### src/rtl/tag_sram_clr.sv
// Tag SRAM, one RW port and one R port, with a hardware zero-sweep on reset or flush.
// Optional macro TAG_FORWARD_EN forwards a pending port 0 write onto port 1 reads.
module tag_sram_clr #(
  parameter int DATA_WIDTH  = 24,
  parameter int ADDR_WIDTH  = 4,
  parameter int WMASK_WIDTH = 1
) (
  input  logic                   clk0,
  input  logic                   rst,
  input  logic                   csb0,
  input  logic                   web0,
  input  logic [WMASK_WIDTH-1:0] wmask0,
  input  logic [ADDR_WIDTH-1:0]  addr0,
  input  logic [DATA_WIDTH-1:0]  din0,
  output logic [DATA_WIDTH-1:0]  dout0,
  input  logic                   csb1,
  input  logic [ADDR_WIDTH-1:0]  addr1,
  output logic [DATA_WIDTH-1:0]  dout1,
  input  logic                   flush,
  output logic                   busy
);
  localparam int RAM_DEPTH = 2**ADDR_WIDTH;
  localparam int LW        = DATA_WIDTH / WMASK_WIDTH;
  localparam logic [ADDR_WIDTH-1:0] LAST = '1;

  typedef enum logic {IDLE, CLEAR} state_t;

  state_t                  state, state_nxt;
  logic [ADDR_WIDTH-1:0]   clr_ptr;
  logic [DATA_WIDTH-1:0]   mem [RAM_DEPTH];

  logic                    web0_reg;
  logic [WMASK_WIDTH-1:0]  wmask_reg;
  logic [ADDR_WIDTH-1:0]   addr0_reg;
  logic [DATA_WIDTH-1:0]   din0_reg;
  logic [ADDR_WIDTH-1:0]   addr1_reg;
  logic [DATA_WIDTH-1:0]   rd1;

  always_ff @(posedge clk0) begin
    if (rst) begin
      state   <= CLEAR;
      clr_ptr <= '0;
    end else begin
      state <= state_nxt;
      if (state == CLEAR) clr_ptr <= clr_ptr + 1'b1;
      else                clr_ptr <= '0;
    end
  end

  always_comb begin
    state_nxt = state;
    case (state)
      IDLE:    if (flush) state_nxt = CLEAR;
      CLEAR:   if (clr_ptr == LAST) state_nxt = IDLE;
      default: state_nxt = IDLE;
    endcase
  end

  always_comb begin
    busy = (state == CLEAR);
  end

  // Flush sampled in IDLE still latches address/data, but never a write.
  always_ff @(posedge clk0) begin
    if (rst) begin
      web0_reg  <= 1'b1;
      wmask_reg <= '0;
      addr0_reg <= '0;
      din0_reg  <= '0;
      addr1_reg <= '0;
    end else if (state == CLEAR) begin
      web0_reg <= 1'b1;
    end else begin
      if (!csb0) begin
        web0_reg  <= web0 | flush;
        wmask_reg <= wmask0;
        addr0_reg <= addr0;
        din0_reg  <= din0;
      end else begin
        web0_reg <= 1'b1;
      end
      if (!csb1) addr1_reg <= addr1;
    end
  end

  always_ff @(posedge clk0) begin
    if (!rst) begin
      if (state == CLEAR) begin
        mem[clr_ptr] <= '0;
      end else if (!web0_reg) begin
        for (int i = 0; i < WMASK_WIDTH; i++)
          if (wmask_reg[i]) mem[addr0_reg][i*LW +: LW] <= din0_reg[i*LW +: LW];
      end
    end
  end

  always_comb begin
    rd1 = mem[addr1_reg];
`ifdef TAG_FORWARD_EN
    if (!web0_reg && (addr1_reg == addr0_reg))
      for (int i = 0; i < WMASK_WIDTH; i++)
        if (wmask_reg[i]) rd1[i*LW +: LW] = din0_reg[i*LW +: LW];
`else
`endif
    dout1 = busy ? '0 : rd1;
    dout0 = busy ? '0 : mem[addr0_reg];
  end

endmodule

### config.mk
export PLATFORM = sky130hd
export DESIGN_NAME = tag_sram_clr
export DESIGN_NICKNAME = d
export VERILOG_FILES = /design/src/rtl/tag_sram_clr.sv
export SDC_FILE = /design/constraint.sdc
export NUM_CORES = 1
export LEC_CHECK = 0
export CAP_MARGIN = 10
export CORE_MARGIN = 1
export CORE_UTILIZATION = 60
export CTS_CLUSTER_DIAMETER = 50
export DETAILED_ROUTE_END_ITERATION = 12
export GPL_ROUTABILITY_DRIVEN = 0
export PLACE_DENSITY = 0.83
export SYNTH_ARGS = -nofsm -noshare
export SYNTH_HDL_FRONTEND = slang
export SYNTH_SLANG_ARGS = --single-unit
### constraint.sdc
create_clock -name clk0 -period 3.5 [get_ports clk0]
set_input_delay 0.7 -clock clk0 [delete_from_list [all_inputs] [get_ports clk0]]
set_output_delay 0.7 -clock clk0 [all_outputs]
set_load 0.1 [all_outputs]
==> results_dict.tcl <==
set metrics [dict create \
    setup_slack_ps 25.72 \
    setup_viol 0 \
    comb_power_share_pct 1.9 \
    path_clk_slew_ps 60 \
    drv_cap 0 \
    antenna_found_initial 1 \
    path_class "register to primary output" \
    placed_cells 1624 \
    portBuffers 87 \
    fin_crit_ps 3474 \
    drc 0 \
    grt_pass1_vias 12309 \
    layout.cells.non_filler 1717 \
    skew_ps 17.71 \
    avgSynthCellArea_um2 17.39 \
    power_density_nw_per_um2 455.8 \
    die-width_um 183.0 \
    synth_edf_count 384 \
    cts_hold_buffers 0 \
    grt_max_degree 53 \
    status "complete, no violations" \
    final_net_count 1284 \
    pre_cts_ws_ps 139.8 \
    arrival_ps 2770 \
    overflow 0 \
    stdcell_area_um2 23470 \
    clockBufferDepth 3 \
    yosysTopAreaCell "edfxtp_1" \
    timing.rr.end "mem[9][16]" \
    clock_latency_ps 570 \
    synth_cell_type_count 50 \
    startpoint_type "register" \
    clkPwrFrac_pct 45.9 \
    cts_htree_levels 2 \
    required_ps 2800 \
    fin_util_pct 73.60 \
    whs_endpoint "din0_reg[2]" \
    p_sw_mw 2.194 \
    p_sw_share_pct 20.52 \
    dieArea_um2 33480 \
    io-pin-count 88 \
    ys_ff_latch 431 \
    synth_most_common_cell "edfxtp_1" \
    syn-num-nets 1170 \
    min-delay-start "din0_reg[2]" \
    fillers 1798 \
    cts_buffers 46 \
    hold_depth 2 \
    drive_gt1_share_pct 31.93 \
    area_delta_synth_final_pct 19.41 \
    yosysSeqAreaShare_pct 63.47 \
    total_power_mw 10.70 \
    via_per_inst 7.055 \
    post-dp-hpwl_mm 31.15 \
    leakage_nw 7.822 \
    drt_iter0_markers 1434 \
    ir_drop_uv 660.0 \
    worstMarginPinSlew_ps 1004 \
    routed_wl_mm 52.02 \
    grt_pass1_wl_mm 77.31 \
    num_vias 12113 \
    hold_viol_final 0 \
    endpoint_kind "primary output" \
    syn_area_um2 19650 \
    dieHeight_um 183.0 \
    path_max_fanout 24 \
    routedWlPerCell_um 30.30 \
    yosysTopAreaCellShare_pct 58.68 \
    yosys-top-cells-area "edfxtp_1 59%, mux4_2 18%, mux2i_1 5.8%" \
    largest_register_ffs 384 \
    postSynthCellCount 1130 \
    synth_top_flop_cell "edfxtp_1" \
    fp-row-count 65 \
    rrSetupSlack_ps 560 \
    slew_viol_final 0 \
    post_dp_cell_area_um2 21860 \
    finalCritPeriodShare_pct 99.27 \
    ys_warn_count 0 \
    p_int_mw 8.502 \
    reg2reg_depth 4 \
    synthTopCellsByCount "384 x edfxtp_1, 154 x mux4_2, 114 x mux2i_1" \
    core_area_um2 31880 \
    ys_async_sr_fraction_pct 0 \
    hold_class "register to register" \
    max_slew_margin_pct 32.89 \
    grt.total_usage_pct 32.05 \
    cts_root_buffer "clkbuf_16" \
    rsz0062_at_grt "no" \
    cts_tree "done" \
    reg2reg_from "busy" \
    drtAntennaViolNets 0 \
    seq_power_share_pct 52.2 \
    fmax_ghz 0.2878 \
    drtPass1Iterations 6 \
    start_util_pct 61.64 \
    cts.sinks 431 \
]
## metal layers
metal | vias up | wire, um | GRT usage [%] | part of all wire, %
li1 | 4866 | - | - | -
met1 | 6176 | 18940 | 43.90 | 36
met2 | 910 | 25220 | 51.03 | 48
met3 | 161 | 5839 | 6.791 | 11
met4 | 0 | 2017 | 12.50 | 3.9
met5 | - | 0 | 0 | 0
## cell type report
class | count | area [um^2] | share of cell area, %
Inverter | 8 | 30.03 | 0.1280
Tap cell | 435 | 544.3 | 2.320
Sequential cell | 431 | 12490 | 53.24
Clock inverter | 26 | 282.8 | 1.205
Timing Repair Buffer | 150 | 2049 | 8.734
Multi-Input combinational cell | 607 | 6825 | 29.09
Antenna cell | 1 | 2.502 | 0.01066
Clock buffer | 59 | 1239 | 5.279
## power by group through the flow
| stage | registers, mW | clock network [mW] | logic, mW |
|---|---|---|---|
| after global routing | 5.59 | 5.11 | 0.217 |
| after CTS | 5.58 | 4.92 | 0.203 |
| after floorplan | 5.69 | 0 | 0.0956 |
| final | 5.58 | 4.91 | 0.206 |
| after detailed placement | 5.69 | 0 | 0.201 |
| after global placement | 5.69 | 0 | 0.195 |
## critical path: stages, from the launching register on
cell and delay, ps:
dfxtp_1 560, or2_1 340, buf_4 270, a221oi_1 290, o21ai_0 200, o21ai_1 280
buf_12 230
## cells in the final DEF (no fill, tap or decap), types with 9 or more instances in the layout
cell / n
nor2_2: 15
a221oi_1: 17
buf_4: 44
a21oi_1: 33
clkbuf_16: 47
nand2_1: 76
o22ai_1: 10
o21ai_1: 29
clkdlybuf4s50_1: 38
nor2_1: 11
buf_12: 65
mux4_2: 154
mux2i_1: 114
dfxtp_1: 41
clkbuf_1: 9
edfxtp_1: 384
and2_1: 25
nor2b_1: 11
mux2_2: 17
o22ai_2: 18
## logic make-up (layout without fill, tap and decap cells)
group	after synthesis	count (layout)	share of synthesized area, %
flip-flops	431	431	63.47
adder cells (fa/ha/maj)	1	1	0.06366
XOR/XNOR	2	2	0.08916
other	0	1	0
buffers and inverters	92	243	2.808
multiplexers	288	288	24.70
AO/OA/AOI/OAI	154	154	4.928
AND/OR/NAND/NOR	162	162	3.941
## repair_timing
| action | 4_1_cts | 5_1_grt |
|---|---|---|
| endpoints found under the hold margin | 0 | 0 |
| gates resized for setup | 1 | 3 |
| endpoints found under the setup margin | 1 | 9 |
| setup buffers | 0 | 7 |
## metrics by stage
step	hold slack [ps]	TNS (ps)
floorplan	431.7	-5822
global placement	438.0	0
detailed placement	443.9	0
CTS	452.0	0
global route	480.6	0
finish	453.5	0
## how the worst max path moves through the flow
stage | slack (ps) | from | to | depth (start not counted)
after CTS | 1 | register | dout1[1] | 4
after global placement | 290 | rst | mem[9][14] | 5
after global routing | 1 | busy | dout1[23] | 6
after floorplan | -960 | busy | dout1[0] | 4
final | 30 | busy | dout1[23] | 6
after detailed placement | 140 | rst | mem[9][15] | 5
Power figures use the tool's default switching activity.
